### src/rtl/dc_useq.sv
// dc_useq: microsequencer for the F11 control chip.
// Registers the microaddress feeding the microcode ROM. The next address comes from
// the ROM next-address field, the PLA translation, a circular return stack, or a
// fixed trap/interrupt/reset vector. Bus-reply waits are bounded by a timeout.
module dc_useq #(
  parameter int unsigned STK_D   = 4,
  parameter int unsigned TMO_W   = 6,
  parameter int unsigned TMO_LIM = 48,
  parameter logic [8:0]  RST_VEC = 9'h1FF,
  parameter logic [8:0]  TRP_VEC = 9'h1FE,
  parameter logic [8:0]  IRQ_VEC = 9'h1FD
) (
  input  logic        clk,
  input  logic        rst,
  input  logic [15:0] ir,
  input  logic [8:0]  rom_na,
  input  logic [2:0]  rom_op,
  input  logic        bus_rply,
  input  logic        irq,
  input  logic [8:0]  pla_ma,
  input  logic [15:0] pla_mc,
  output logic [6:0]  pla_a,
  output logic [15:0] pla_d,
  output logic [8:0]  ua,
  output logic [15:0] mc,
  output logic        mc_pla,
  output logic        bus_tmo,
  output logic        stk_ovf,
  output logic        stk_unf
);

  localparam int unsigned PW = (STK_D > 1) ? $clog2(STK_D) : 1;
  localparam int unsigned CW = $clog2(STK_D + 1);

  localparam logic [2:0] OP_CALL  = 3'd1;
  localparam logic [2:0] OP_RET   = 3'd2;
  localparam logic [2:0] OP_WAIT  = 3'd3;
  localparam logic [2:0] OP_FETCH = 3'd4;

  localparam logic [PW-1:0]    PTR_LAST = PW'(STK_D - 1);
  localparam logic [CW-1:0]    DEPTH_FULL = CW'(STK_D);
  localparam logic [TMO_W-1:0] TMO_LAST = TMO_W'(TMO_LIM - 1);

  logic [8:0]       ua_q, ua_d;
  logic [15:0]      mc_q, mc_d;
  logic             mc_pla_q, mc_pla_d;
  logic             bus_tmo_q, bus_tmo_d;
  logic             stk_ovf_q, stk_ovf_d;
  logic             stk_unf_q, stk_unf_d;
  logic [TMO_W-1:0] tmo_cnt_q, tmo_cnt_d;
  logic [PW-1:0]    sp_q, sp_d;          // next slot to write; top of stack is sp_q-1
  logic [CW-1:0]    depth_q, depth_d;
  logic [8:0]       mem_q [STK_D];
  logic [8:0]       mem_d [STK_D];

  logic             tgt_pla;
  logic [8:0]       tgt_ua;
  logic             take_tgt;
  logic [PW-1:0]    sp_inc, sp_dec;

  // PLA is driven straight from the ROM word and IR; its answer settles this cycle.
  assign pla_a = rom_na[6:0];
  assign pla_d = ir;

  // Target resolution and circular stack pointer arithmetic.
  always_comb begin
    tgt_pla = (rom_na[8:7] == 2'b00);
    tgt_ua  = tgt_pla ? pla_ma : rom_na;
    sp_inc  = (sp_q == PTR_LAST) ? '0 : sp_q + PW'(1);
    sp_dec  = (sp_q == '0) ? PTR_LAST : sp_q - PW'(1);
  end

  // Next-state decode of the current ROM sequencer op.
  always_comb begin
    ua_d      = ua_q;
    mc_d      = mc_q;
    mc_pla_d  = 1'b0;
    bus_tmo_d = 1'b0;
    stk_ovf_d = stk_ovf_q;
    stk_unf_d = stk_unf_q;
    tmo_cnt_d = '0;
    sp_d      = sp_q;
    depth_d   = depth_q;
    mem_d     = mem_q;
    take_tgt  = 1'b0;

    case (rom_op)
      OP_CALL: begin
        // A push on a full stack lands on the oldest slot, so depth saturates.
        mem_d[sp_q] = ua_q + 9'd1;
        sp_d        = sp_inc;
        if (depth_q == DEPTH_FULL) stk_ovf_d = 1'b1;
        else                       depth_d   = depth_q + CW'(1);
        take_tgt    = 1'b1;
      end
      OP_RET: begin
        if (depth_q != '0) begin
          ua_d    = mem_q[sp_dec];
          sp_d    = sp_dec;
          depth_d = depth_q - CW'(1);
        end else begin
          ua_d      = TRP_VEC;
          stk_unf_d = 1'b1;
        end
      end
      OP_WAIT: begin
        // A reply on the limit cycle still wins over the trap.
        if (bus_rply) begin
          take_tgt = 1'b1;
        end else if (tmo_cnt_q == TMO_LAST) begin
          ua_d      = TRP_VEC;
          bus_tmo_d = 1'b1;
        end else begin
          tmo_cnt_d = tmo_cnt_q + TMO_W'(1);
        end
      end
      OP_FETCH: begin
        if (irq) ua_d = IRQ_VEC;
        else     take_tgt = 1'b1;
      end
      default: take_tgt = 1'b1;
    endcase

    if (take_tgt) begin
      ua_d = tgt_ua;
      if (tgt_pla) begin
        mc_d     = pla_mc;
        mc_pla_d = 1'b1;
      end
    end
  end

  // State registers with synchronous reset.
  always_ff @(posedge clk) begin
    if (rst) begin
      ua_q      <= RST_VEC;
      mc_q      <= '0;
      mc_pla_q  <= 1'b0;
      bus_tmo_q <= 1'b0;
      stk_ovf_q <= 1'b0;
      stk_unf_q <= 1'b0;
      tmo_cnt_q <= '0;
      sp_q      <= '0;
      depth_q   <= '0;
      mem_q     <= '{default: '0};
    end else begin
      ua_q      <= ua_d;
      mc_q      <= mc_d;
      mc_pla_q  <= mc_pla_d;
      bus_tmo_q <= bus_tmo_d;
      stk_ovf_q <= stk_ovf_d;
      stk_unf_q <= stk_unf_d;
      tmo_cnt_q <= tmo_cnt_d;
      sp_q      <= sp_d;
      depth_q   <= depth_d;
      mem_q     <= mem_d;
    end
  end

  assign ua      = ua_q;
  assign mc      = mc_q;
  assign mc_pla  = mc_pla_q;
  assign bus_tmo = bus_tmo_q;
  assign stk_ovf = stk_ovf_q;
  assign stk_unf = stk_unf_q;

endmodule

### config.mk
export PLATFORM = sky130hd
export DESIGN_NAME = dc_useq
export DESIGN_NICKNAME = d
export VERILOG_FILES = /design/src/rtl/dc_useq.sv
export SDC_FILE = /design/constraint.sdc
export NUM_CORES = 1
export LEC_CHECK = 0
export CAP_MARGIN = 20
export CELL_PAD_IN_SITES_DETAIL_PLACEMENT = 1
export CELL_PAD_IN_SITES_GLOBAL_PLACEMENT = 1
export CORE_MARGIN = 5
export CORE_UTILIZATION = 39
export CTS_CLUSTER_DIAMETER = 30
export DETAILED_ROUTE_END_ITERATION = 12
export PLACE_DENSITY = 0.95
export SLEW_MARGIN = 20
export SYNTH_ARGS = -nofsm -noshare
export SYNTH_HDL_FRONTEND = slang
export SYNTH_SLANG_ARGS = --single-unit
### constraint.sdc
create_clock -name clk -period 3 [get_ports clk]
set_input_delay 0.6 -clock clk [delete_from_list [all_inputs] [get_ports clk]]
set_output_delay 0.6 -clock clk [all_outputs]
set_load 0.01 [all_outputs]
# --- Word-level counts from Yosys, hierarchy flattened ---
# Index checks and enable logic that the tools add are counted.
word_totals:
  ff_bits: 76
  latch_bits: 0
  mem_bits_rw: 0
  romBits: 0
  in_bits: 57
  elab_cells: 79
  n_memories: 0
op_classes:
  add_sub_neg: 6
  multipliers: 0
  div_mod_pow: 0
  order_cmp: 3
  n_eq_ne: 12
  shift: 0
  n_mux: 25
  bitwise: 5
  reduce_logical: 15
op_table:
  columns: ["cell", "n"]
  rows:
  - ["9-bit two-way mux", 9]
  - ["36-bit bitwise mux", 1]
  - ["9-bit case mux with 3 select lines", 1]
  - ["9-bit binary-select mux with 2-bit select", 1]
  - ["9-bit demux with 2-bit select", 1]
  - ["9-bit by 1-bit adder with 9-bit output, second input constant", 1]
  - ["3-bit inequality test, second input constant", 3]
  - ["2-bit AND reduction", 4]
  - ["6-bit by 1-bit adder with 6-bit output, second input constant", 1]
  - ["3-bit by 2-bit == test with 1-bit output, second input constant", 2]
  - ["3-bit == test, second input constant", 2]
  - ["6-bit == test, second input constant", 1]
  - ["3-bit greater-or-equal comparator, second input constant", 2]
  - ["2-bit two-way mux", 3]
  - ["3-bit two-way mux", 2]
  - ["2-bit inverter with 3-bit output", 2]
  - ["3-bit case mux with 2 select lines", 1]
  - ["2-bit zero test", 2]
  - ["1-bit two-way mux", 4]
  - ["2-bit inequality test, second input constant", 2]
  - ["2-bit case mux with 2 select lines", 1]
  - ["4-bit AND reduction", 1]
  - ["4-bit nonzero test", 1]
  - ["4-bit OR reduction", 1]
  - ["other kinds (15)", 17]

# --- Longest topological paths before layout ---
depth:
  word_depth: 9
  depth_mapped: 9

# --- Worst setup path after synthesis ---
# Ideal clock, no wire load.
synth_timing:
  path_kind: "in2reg"
  start: "input port rom_op[2]"
  end: "register depth_q[2]"
  setup_ns: 0.133
  t_arrival_ns: 1.892
  required_time_ns: 2.867
  setup_slack_ns: 0.975
  path_stages: 8
  cell_sequence: "nand2b_2 nor2_4 inv_2 buf_6 fa_1 and2_1 o21ai_0 a31oi_1"
synth_between:
  elab_chain_len: 3
  word_cells_on_any_way: 7
  cone_classes: "eq/ne: 4; mux: 1; reduce/logical: 2"
synth_rtl:
  columns: ["element", "line_no", "source"]
  rows:
  - ["start: declaration", "17", "input logic [2:0] rom_op,"]
  - ["3-bit by 1-bit == test with 1-bit output or 3-bit by 2-bit == test with 1-bit output (tied branches)", "87", "case (rom_op)"]
  - ["2-bit inequality test (no source line) or 2-bit nonzero test (tied branches)", null, null]
  - ["3-bit AND reduction (no source line)", null, null]
  - ["end signal: assignment", "155", "depth_q <= depth_d;"]
  - ["end: declaration", "52", "logic [CW-1:0] depth_q, depth_d;"]
# Several ways; a longest one is shown, not always the timed one.
# A chain may end at the register's enable or synchronous reset.

# --- Final worst setup path ---
# Same ends and word-level chain as after synthesis.

==> metrics.txt <==
critical path class=input port to register; DP HPWL=8050 um; final setup margin=0.546 ns; post-route insts no fill=569; instance count on the critical path=8; Hold-fix buffers, CTS=0; status=complete, no violations; placed cell area=4380 um2; fin crit period=2.45 ns; Reg2Reg Capture Point=ua[3]; count of buffers from port buffering=76; CTS Buffer Depth=2; pin count of the biggest net entering global routing=39; CP delay by family, top=buffers and inverters; met1 global-route usage=0.218; reg2reg setup slack=0.73 ns; fmax=0.407 GHz; worst hold path type=register to register; cell area after layout=4560 um2; CP required=3.20 ns; Finish-stage setup viols=0; YS warnings=0; Hold Path End=tmo_cnt_q[0]; vias in the first global route=3474; Syn Nets=449; syn avg cell area=9.88 um2; Initial Utilization=0.395; synthesized cell area=3800 um2; Buf/Inv on CP=2; clk root buf=clkbuf_8; Die W=109 um; Num CTS Buffers=9; Synth cell types=56; total routed wirelength=10900 um; VDD IR max=0.187 mV; Wirelength per Cell=19.2 um; slowest cell on the critical path=clkdlybuf4s50_1; crit start category=input port; Worst slew margin=0.478; FP Rows=36; Worst-Margin Slew=0.778 ns; Final ANT Viol Nets=0; Critical Path AT=2.65 ns; final period utilization=0.818; via count=3036; CP Cell Sequence=clkdlybuf4s50_1 > nand2b_2 > nor2_4 > inv_2 > fa_1 > and2_1 > o21ai_0 > a31oi_1; ant diodes=0; H-tree levels=3; setup total negative slack=0 ns; routability cong.=0.826; CP max FO=14; layout cells sized above 1=0.112; P_leak=1.61 nW; EDFF count, synth=0; Synth Flop Type=dfxtp_1; initial antenna violation count=0; Layout Skew=0.00952 ns; Starting DRT DRC Count=108; hold wc startpoint=tmo_cnt_q[0]; Max stage delay on crit path=0.51 ns; Design Power=0.00218 W; worst slack, placed=0.214 ns; # IOs=109; Clock Latency Late Sink=0.35 ns; Synth Register Bits=76; RSZ-0062 raised after global routing=no; placed cells=553; final net count=495; Core ar.=9640 um2; Post-Synthesis Cells=385; cts repair resizes=0; Final Hold Viols=0; first-pass GRT wire length=17800 um; r2r worst-path depth=6; crit end category=register; die footprint=11800 um2; Vias/cell=5.34; clock slew at reported path FFs=0.09 ns; Pins Over Slew Limit=0; setup bufs post-CTS=0; max-cap violations=0; Clock Sinks=76; grt met3 use=0.0438; PwrDens=479 nW/um2; Remaining Overflow, GRT=0; sequential share of the synthesized area=0.400; Area growth syn-to-layout=19.9%; First-pass DRT Iterations=7; die height=109 um; busiest layer in global routing=met2; Critical R2R Launch=sp_q[1]; TritonCTS clock tree=built; GRT met2 Usage=0.364; share of flip-flops with an asynchronous set or reset=0; number of remaining DRC errors=0; hold-critical path depth=1; Total GRT Usage=0.195
metal layers:
layer | vias to the layer above | share of wire | wire [um]
met3 | 19 | 0.056 | 608
met1 | 1505 | 0.38 | 4210
li1 | 1433 | - | -
met5 | - | 0 | 0
met2 | 79 | 0.54 | 5880
met4 | 0 | 0.023 | 247
placed cells by master, fill, tap and decap left out, drive strengths merged, types with 6 or more instances in the layout:
cell and count:
a21oi 7, mux2i 20, clkdlybuf4s50 75, inv 10, xnor2 7, mux4 9
buf 11, a211oi 35, ha 6, dfxtp 76, a211o 7, clkbuf 9
nor3 11, nor2 69, xor2 6, and3 8, nand3 6, a311oi 7
nand2 18
worst reg2reg max path, delay by kind of cell (launching register included):
family	cells	cell delay [ns]
fa+ha+maj	1	0.58
flops	1	0.42
compound gates	2	0.41
mux	1	0.40
simple gates	1	0.27
buf+inv	1	0.09
area by class of cell:
cell class	count	area (um2)
Clock buffer	9	124
Clock inverter	7	58.8
Fill cell	1106	5080
Inverter	7	26.3
Multi-Input combinational cell	251	1830
Sequential cell	76	1520
Tap cell	133	166
Timing Repair Buffer	86	831
registers in the layout, summed over array words and instances, names as in the netlist:
| signal | flops |
|---|---|
| mem_q | 36 |
| mc | 16 |
| ua | 9 |
| tmo_cnt_q | 6 |
| depth_q | 3 |
| sp_q | 2 |
| bus_tmo | 1 |
| mc_pla | 1 |
| stk_ovf | 1 |
| stk_unf | 1 |
worst max-delay path by stage:
stage | slack, ns | endpoint | start
final | 0.55 | depth_q[2] | rom_op[2]
after global routing | 0.42 | depth_q[2] | rom_op[2]
after CTS | 0.57 | depth_q[2] | rom_op[2]
after detailed placement | 0.21 | depth_q[2] | rom_op[2]
after global placement | 0.34 | depth_q[2] | rom_op[2]
after floorplan | 0.98 | depth_q[2] | rom_op[2]
stage by stage:
step / utilization / hold slack [ns]
floorplan: - / 0.413
CTS: 0.473 / 0.472
global route: 0.473 / 0.497
detailed placement: 0.454 / 0.451
finish: 0.473 / 0.463
global placement: 0.454 / 0.428
power breakdown:
part	switching, W	leakage [nW]	total, W	internal, W
Combinational	0.000188	0.902	0.000370	0.000181
Sequential	0.0000377	0.618	0.00108	0.00104
Clock	0.000421	0.0868	0.000733	0.000312
cells by family (layout without fill, tap and decap cells):
logic type      count (synthesis)  after routing  share of synthesized area
buf+inv                        58            109                      0.118
xor+xnor                       13             13                     0.0319
simple gates                  131            131                      0.166
compound gates                 70             70                      0.146
mux                            30             30                      0.113
fa+ha+maj                       7              7                     0.0250
flops                          76             76                      0.400
synthesized netlist by cell type, drive strengths merged, types with 2 or more instances:
library cell / instances / area share
dfxtp: 76 / 0.40
nor2: 69 / 0.070
buf: 38 / 0.085
a211oi: 35 / 0.070
mux2i: 20 / 0.053
nand2: 18 / 0.020
clkbuf: 12 / 0.024
nor3: 11 / 0.016
mux4: 9 / 0.057
and3: 8 / 0.013
a211o: 7 / 0.016
a21oi: 7 / 0.010
a311oi: 7 / 0.016
inv: 7 / 0.0069
xnor2: 7 / 0.018
ha: 6 / 0.020
nand3: 6 / 0.0079
xor2: 6 / 0.014
and2: 5 / 0.0082
o21ai: 5 / 0.0076
a31oi: 3 / 0.0089
nand2b: 3 / 0.0056
nor2b: 3 / 0.0049
a2111oi: 2 / 0.0079
or2: 2 / 0.0033
Power figures use the tool's default switching activity.
